[src/rtl/spi_slave_multimode_pkg.sv]
`default_nettype none
// ============================================================================
// Module   : spi_slave_multimode_pkg
// Purpose  : Shared definitions for the multi-mode SPI slave: SPI mode
//            encodings ({CPOL,CPHA}) and the transfer state type.
// Ports    : none (package)
// Revision : 1.0 - initial release
// ============================================================================
package spi_slave_multimode_pkg;

    // SPI mode numbers encoded as {CPOL, CPHA}
    localparam logic [1:0] SPI_MODE0 = 2'b00;
    localparam logic [1:0] SPI_MODE1 = 2'b01;
    localparam logic [1:0] SPI_MODE2 = 2'b10;
    localparam logic [1:0] SPI_MODE3 = 2'b11;

    // Transfer state: IDLE outside a chip-select window, ACTIVE inside it
    typedef enum logic [0:0] {
        IDLE   = 1'b0,
        ACTIVE = 1'b1
    } spi_state_t;

endpackage
`default_nettype wire

[src/rtl/spi_slave_multimode_sync.sv]
`default_nettype none
// ============================================================================
// Module   : spi_pin_synchronizer
// Purpose  : Brings one asynchronous pin into system_clk with a STAGES-deep
//            flip-flop chain and flags rising/falling edges of the
//            synchronised level.
// Ports    : system_clk - clock
//            rst        - synchronous active-high reset
//            in         - asynchronous pin input
//            out        - synchronised level
//            rise, fall - single-cycle edge flags on the synchronised level
// Revision : 1.0 - initial release
// ============================================================================
module spi_pin_synchronizer #(
    parameter int STAGES = 2
) (
    input  logic system_clk,
    input  logic rst,
    input  logic in,
    output logic out,
    output logic rise,
    output logic fall
);

    logic [STAGES-1:0] r_sync;
    logic              r_prev;

    // Chain and history reset to 0: a pin already low when reset releases
    // produces no falling edge, so a held-low ncs cannot start a transfer.
    always_ff @(posedge system_clk) begin
        if (rst) begin
            r_sync <= '0;
            r_prev <= 1'b0;
        end else begin
            r_sync <= {r_sync[STAGES-2:0], in};
            r_prev <= r_sync[STAGES-1];
        end
    end

    assign out  = r_sync[STAGES-1];
    assign rise =  r_sync[STAGES-1] & ~r_prev;
    assign fall = ~r_sync[STAGES-1] &  r_prev;

endmodule
`default_nettype wire

[src/rtl/spi_slave_multimode.sv]
`default_nettype none
// ============================================================================
// Module   : spi_slave_multimode
// Purpose  : SPI slave supporting all four CPOL/CPHA modes, MSB/LSB-first
//            order and back-to-back words within one chip-select window.
//            All pins are synchronised into system_clk.
// Ports    : system_clk, rst            - clock, synchronous reset
//            pin_ncs/pin_clk/pin_mosi    - asynchronous SPI pins
//            pin_miso, pin_miso_en       - MISO data and pad enable
//            value_miso, value_miso_load - next TX word and capture pulse
//            value_mosi, value_valid     - last RX word and update pulse
//            cs_start, cs_stop           - chip-select window pulses
//            word_aborted                - window closed mid-word
// Revision : 1.0 - initial release
// ============================================================================
module spi_slave_multimode
    import spi_slave_multimode_pkg::*;
#(
    parameter int WIDTH       = 8,
    parameter int CPOL        = 0,
    parameter int CPHA        = 0,
    parameter int LSB_FIRST   = 0,
    parameter int SYNC_STAGES = 2
) (
    input  logic             system_clk,
    input  logic             rst,
    input  logic             pin_ncs,
    input  logic             pin_clk,
    input  logic             pin_mosi,
    output logic             pin_miso,
    output logic             pin_miso_en,
    input  logic [WIDTH-1:0] value_miso,
    output logic             value_miso_load,
    output logic [WIDTH-1:0] value_mosi,
    output logic             value_valid,
    output logic             cs_start,
    output logic             cs_stop,
    output logic             word_aborted
);

    localparam int                 c_cnt_w    = $clog2(WIDTH + 1);
    localparam logic [c_cnt_w-1:0] c_last_bit = c_cnt_w'(WIDTH - 1);

    logic w_ncs, w_ncs_rise, w_ncs_fall;
    logic w_clk, w_clk_rise, w_clk_fall;
    logic w_mosi, w_mosi_rise, w_mosi_fall;
    logic w_unused;

    spi_pin_synchronizer #(.STAGES(SYNC_STAGES)) u_sync_ncs (
        .system_clk (system_clk), .rst (rst), .in (pin_ncs),
        .out (w_ncs), .rise (w_ncs_rise), .fall (w_ncs_fall)
    );
    spi_pin_synchronizer #(.STAGES(SYNC_STAGES)) u_sync_clk (
        .system_clk (system_clk), .rst (rst), .in (pin_clk),
        .out (w_clk), .rise (w_clk_rise), .fall (w_clk_fall)
    );
    spi_pin_synchronizer #(.STAGES(SYNC_STAGES)) u_sync_mosi (
        .system_clk (system_clk), .rst (rst), .in (pin_mosi),
        .out (w_mosi), .rise (w_mosi_rise), .fall (w_mosi_fall)
    );

    // Only edge flags of ncs/clk and the level of mosi are needed
    assign w_unused = &{1'b0, w_ncs, w_clk, w_mosi_rise, w_mosi_fall};

    // Leading edge leaves the idle level CPOL; trailing edge returns to it
    logic w_lead, w_trail, w_sample, w_shift;
    assign w_lead   = (CPOL != 0) ? w_clk_fall : w_clk_rise;
    assign w_trail  = (CPOL != 0) ? w_clk_rise : w_clk_fall;
    assign w_sample = (CPHA != 0) ? w_trail : w_lead;
    assign w_shift  = (CPHA != 0) ? w_lead  : w_trail;

    spi_state_t         r_state, w_state_nxt;
    logic [c_cnt_w-1:0] r_cnt, w_cnt_nxt;
    logic [WIDTH-1:0]   r_tx, w_tx_nxt;
    logic [WIDTH-1:0]   r_rx, w_rx_nxt;
    logic [WIDTH-1:0]   r_word, w_word_nxt;
    logic               r_miso_en, w_miso_en_nxt;
    logic               r_valid, w_valid_nxt;
    logic               r_load, w_load_nxt;
    logic               r_start, w_start_nxt;
    logic               r_stop, w_stop_nxt;
    logic               r_abort, w_abort_nxt;
    logic [WIDTH-1:0]   w_rx_shifted, w_tx_shifted;

    assign w_rx_shifted = (LSB_FIRST != 0) ? {w_mosi, r_rx[WIDTH-1:1]}
                                           : {r_rx[WIDTH-2:0], w_mosi};
    assign w_tx_shifted = (LSB_FIRST != 0) ? {1'b0, r_tx[WIDTH-1:1]}
                                           : {r_tx[WIDTH-2:0], 1'b0};

    always_comb begin
        w_state_nxt   = r_state;
        w_cnt_nxt     = r_cnt;
        w_tx_nxt      = r_tx;
        w_rx_nxt      = r_rx;
        w_word_nxt    = r_word;
        w_miso_en_nxt = r_miso_en;
        w_valid_nxt   = 1'b0;
        w_load_nxt    = 1'b0;
        w_start_nxt   = 1'b0;
        w_stop_nxt    = 1'b0;
        w_abort_nxt   = 1'b0;

        case (r_state)
            IDLE: begin
                if (w_ncs_fall) begin
                    w_state_nxt   = ACTIVE;
                    w_start_nxt   = 1'b1;
                    w_miso_en_nxt = 1'b1;
                    w_cnt_nxt     = '0;
                    w_rx_nxt      = '0;
                    // CPHA=0 must present the first bit before the first clock edge
                    if (CPHA == 0) begin
                        w_tx_nxt   = value_miso;
                        w_load_nxt = 1'b1;
                    end
                end
            end
            ACTIVE: begin
                if (w_sample) begin
                    w_rx_nxt = w_rx_shifted;
                    if (r_cnt == c_last_bit) begin
                        w_cnt_nxt   = '0;
                        w_word_nxt  = w_rx_shifted;
                        w_valid_nxt = 1'b1;
                    end else begin
                        w_cnt_nxt = r_cnt + c_cnt_w'(1);
                    end
                end
                // A shift edge at a word boundary fetches the next word;
                // covers both the CPHA=1 first bit and the CPHA=0 wrap.
                if (w_shift) begin
                    if (r_cnt == '0) begin
                        w_tx_nxt   = value_miso;
                        w_load_nxt = 1'b1;
                    end else begin
                        w_tx_nxt = w_tx_shifted;
                    end
                end
                // Evaluated after the sample so a completing bit is not an abort
                if (w_ncs_rise) begin
                    w_state_nxt   = IDLE;
                    w_stop_nxt    = 1'b1;
                    w_abort_nxt   = (w_cnt_nxt != '0);
                    w_miso_en_nxt = 1'b0;
                    w_tx_nxt      = '0;
                    w_load_nxt    = 1'b0;
                    w_cnt_nxt     = '0;
                end
            end
            default: w_state_nxt = IDLE;
        endcase
    end

    always_ff @(posedge system_clk) begin
        if (rst) begin
            r_state   <= IDLE;
            r_cnt     <= '0;
            r_tx      <= '0;
            r_rx      <= '0;
            r_word    <= '0;
            r_miso_en <= 1'b0;
            r_valid   <= 1'b0;
            r_load    <= 1'b0;
            r_start   <= 1'b0;
            r_stop    <= 1'b0;
            r_abort   <= 1'b0;
        end else begin
            r_state   <= w_state_nxt;
            r_cnt     <= w_cnt_nxt;
            r_tx      <= w_tx_nxt;
            r_rx      <= w_rx_nxt;
            r_word    <= w_word_nxt;
            r_miso_en <= w_miso_en_nxt;
            r_valid   <= w_valid_nxt;
            r_load    <= w_load_nxt;
            r_start   <= w_start_nxt;
            r_stop    <= w_stop_nxt;
            r_abort   <= w_abort_nxt;
        end
    end

    // TX register is cleared on stop, so MISO returns to 0 with the enable
    assign pin_miso        = (LSB_FIRST != 0) ? r_tx[0] : r_tx[WIDTH-1];
    assign pin_miso_en     = r_miso_en;
    assign value_miso_load = r_load;
    assign value_mosi      = r_word;
    assign value_valid     = r_valid;
    assign cs_start        = r_start;
    assign cs_stop         = r_stop;
    assign word_aborted    = r_abort;

endmodule
`default_nettype wire

[config.mk]
export PLATFORM = sky130hd
export DESIGN_NAME = spi_slave_multimode
export DESIGN_NICKNAME = d
export VERILOG_FILES = /design/src/rtl/spi_slave_multimode_pkg.sv /design/src/rtl/spi_slave_multimode_sync.sv /design/src/rtl/spi_slave_multimode.sv
export SDC_FILE = /design/constraint.sdc
export NUM_CORES = 1
export LEC_CHECK = 0
export CORE_ASPECT_RATIO = 0.6
export CORE_MARGIN = 2
export CORE_UTILIZATION = 55
export CTS_BUF_LIST = sky130_fd_sc_hd__clkbuf_8
export DETAILED_ROUTE_END_ITERATION = 12
export MAX_ROUTING_LAYER = met4
export PLACE_DENSITY = 0.86
export SLEW_MARGIN = 20
export SYNTH_ARGS = -nofsm -noshare
export SYNTH_HDL_FRONTEND = slang
export SYNTH_SLANG_ARGS = --single-unit
[constraint.sdc]
create_clock -name system_clk -period 2.1 [get_ports system_clk]
set_input_delay 0.525 -clock system_clk [delete_from_list [all_inputs] [get_ports system_clk]]
set_output_delay 0.525 -clock system_clk [all_outputs]
set_load 0.05 [all_outputs]
==> metrics.md <==
| Metric | Value |
|---|---|
| Status | `finished, final reports clean` |
| DRT Pass-1 Iters | `5` |
| PD cells | `698 mW/mm^2` |
| Final hold violations | `0` |
| Fill cells | `260` |
| Data required time of the worst path | `1.57 ns` |
| CTS Buf Count | `5` |
| Worst path bufs/invs | `1` |
| Hold Buf Count CTS | `0` |
| Max cap viols | `0` |
| Hold Crit Start | `u_sync_mosi.r_sync[0]` |
| Number of enable flip-flop cells after synthesis | `0` |
| Fin util | `69.7%` |
| Worst-path clk slew | `0.07 ns` |
| Slowest-stage cell, CP | `clkdlybuf4s50_1` |
| Syn Inst Count | `192` |
| Vias in the first global route | `1409` |
| DRT iter0 DRCs | `137` |
| Post-synth top area cell | `dfxtp_1` |
| Reg power frac | `52.6%` |
| Worst reg2reg path depth | `6` |
| Max Clock Skew | `0.00583 ns` |
| DP HPWL | `2650 um` |
| Syn_area_per_cell | `9.60 um^2` |
| Async set-or-reset flop fraction in the synthesized netlist | `0%` |
| Root Buffer | `clkbuf_8` |
| Final setup fails | `0` |
| Sw Share | `22.3%` |
| Global-route wire length before repair | `6700 um` |
| FF-to-FF End | `r_tx[2]` |
| Initial Utilization | `57.2%` |
| Die Height | `48.8 um` |
| GRT Resource Usage Total | `23.6%` |
| CTS tree | `yes` |
| Final WL | `3980 um` |
| CP startpoint | `pin_miso_en` |
| Yosys cell types | `48` |
| H-Tree Depth | `2` |
| Routed Antenna Nets | `0` |
| Crit. End Element | `output pin` |
| I/O pin cnt | `28` |
| Power share of the clock group | `39.8%` |
| Internal power | `1.22 mW` |
| Hold crit path type | `reg2reg` |
| Crit path arrival time | `1.46 ns` |
| Synth Register Bits | `42` |
| Yosys warns | `0` |
| Syn Nets | `207` |
| Switching power | `0.351 mW` |
| Syn-to-layout area delta | `21.9%` |
| Maximum clock path buffer count | `2` |
| DR vias/cell | `5.69` |
| GP Congestion | `0.795` |
| Comb pwr share | `7.6%` |
| Crit start category | `register` |
| Slew margin rel. | `66.8%` |
| Synth area leaders | `dfxtp_1, mux2i_1, nand3_1, nor2_1, nor2b_1` |
| Max incr delay on CP | `0.81 ns` |
| Port bufs | `27` |
| Post_cts resized | `0` |
| Setup tns final | `0 ns` |
| Cell Rows | `16` |
| Sink Count | `42` |
| Leak | `0.767 nW` |
| Vias | `1518` |
| Worst-Skew Late Latency | `0.30 ns` |
| Max IR drop VDD | `518 uV` |
| Initial antenna violation count | `0` |
| Average wire per standard cell | `14.9 um` |
| Worst-path cell chain | `clkdlybuf4s50_1` |
| Achievable frequency | `0.504 GHz` |
| Synth Cell Area | `0.00184 mm^2` |
| Worst setup path endpoint | `pin_miso_en` |
| Die Span X | `78.7 um` |
| Post-CTS setup buffers | `0` |
| Total power | `1.57 mW` |
| RSZ-0062 raised after global routing | `false` |
| R2R Setup Slk | `0.29 ns` |
| Crit path kind | `reg2out` |
| # diodes | `0` |
| Gr ovfl total | `0` |
| Crit-path leading delay family | `buffers and inverters` |
| Share of cells above drive strength 1 | `13.5%` |
| Crit-path max FO | `3` |
| Core footprint | `0.00322 mm^2` |
| Yosys top cell area share | `45.6%` |
| Nets | `236` |
| Die area | `0.00385 mm^2` |
| Slew @ Worst Pin | `0.496 ns` |
| WP depth | `1` |
| Remaining DRCs | `0` |
| Fin crit share | `94.4%` |
| Period minus WS final | `1.98 ns` |
| Worst R2R Start | `r_cnt[0]` |
| Largest net degree at the start of global routing | `17` |
| Register area share after synthesis | `45.6%` |
| Top_reg_cell synth | `dfxtp_1` |
| Fin. max-slew vios | `0` |
[power by group through the flow]
stage	clock (mW)	combinational (mW)	sequential [mW]
global route	0.668	0.129	0.828
finish	0.624	0.120	0.825
global placement	0	0.115	0.843
CTS	0.629	0.119	0.825
detailed placement	0	0.117	0.843
floorplan	0	0.0619	0.852
[registers in the layout (all words and copies together) (netlist names)]
signal / cells
r_tx: 8
value_valid: 1
u_sync_mosi.r_sync: 2
value_miso_load: 1
u_sync_ncs.r_prev: 1
pin_miso_en: 1
value_mosi: 8
u_sync_clk.r_sync: 2
word_aborted: 1
r_cnt: 4
u_sync_ncs.r_sync: 2
r_state: 1
cs_start: 1
u_sync_clk.r_prev: 1
r_rx: 7
cs_stop: 1
[synthesized netlist by cell type (all sizes together) (6+ instances only)]
master   n
mux2i    9
o21ai    6
nand2   10
a22oi    7
dfxtp   42
nor2    19
nand3   17
buf     10
nor3    10
nor2b   10
a311oi   7
a21oi    8
[final cells by class]
type | count | area [um^2] | area share, %
clock inverters | 3 | 41.3 | 1.84
clock buffers | 5 | 68.8 | 3.06
multi-input cells | 132 | 891 | 39.6
flip-flops and latches | 42 | 841 | 37.4
inverters | 5 | 18.8 | 0.835
well taps | 45 | 56.3 | 2.51
repair buffers | 35 | 330 | 14.7
[through the flow]
| stage | instance area (um^2) | hold slack, ns | worst slack, ns | std cells |
|---|---|---|---|---|
| finish | 2250 | 0.446 | 0.117 | 267 |
| global route | 2250 | 0.464 | 0.0611 | 267 |
| CTS | 2250 | 0.444 | 0.104 | 267 |
| detailed placement | 2140 | 0.426 | 0.431 | 259 |
| global placement | 2140 | 0.419 | 0.451 | 259 |
| floorplan | 1840 | 0.414 | 0.573 | 192 |
[placed cells by master, fill, tap and decap left out, drive strengths merged, types with 2 or more instances in the layout]
cell / instances
a311oi: 7
nor2b: 10
ha: 2
nand2: 10
nand3: 17
nand2b: 5
a22oi: 7
clkbuf: 5
inv: 6
and3b: 2
buf: 8
a21oi: 8
mux2i: 9
nor3b: 3
nor2: 19
o21ai: 6
dfxtp: 42
nor3: 10
o2111ai: 2
clkdlybuf4s50: 27
[worst min path at each step]
stage / end / slack, ns / depth (start not counted)
after floorplan: u_sync_clk.r_sync[1] / 0.41 / 1
after global placement: u_sync_clk.r_sync[1] / 0.42 / 1
after detailed placement: u_sync_mosi.r_sync[1] / 0.43 / 1
after CTS: u_sync_mosi.r_sync[1] / 0.44 / 1
after global routing: u_sync_mosi.r_sync[1] / 0.46 / 1
final: u_sync_mosi.r_sync[1] / 0.45 / 1
[cells by family (layout without fill, tap and decap cells)]
| kind of cell | after synthesis | count (layout) | synth area share, % |
|---|---|---|---|
| muxes | 9 | 9 | 4.89 |
| DFF | 42 | 42 | 45.6 |
| buffers and inverters | 18 | 48 | 6.04 |
| adders and majority gates | 2 | 2 | 1.36 |
| AOI/OAI and AO/OA | 37 | 37 | 14.9 |
| and+or+nand+nor | 84 | 84 | 27.2 |
[layer usage]
metal  vias to the layer above  share of wire (%)  GRT usage [%]
met5                         -                  0              -
met4                         0                2.0           10.8
met3                        11                5.6           6.11
met2                        58                 43           32.6
met1                       707                 49           32.3
li1                        742                  -              -
No activity file was read; power rests on OpenSTA's default activity.
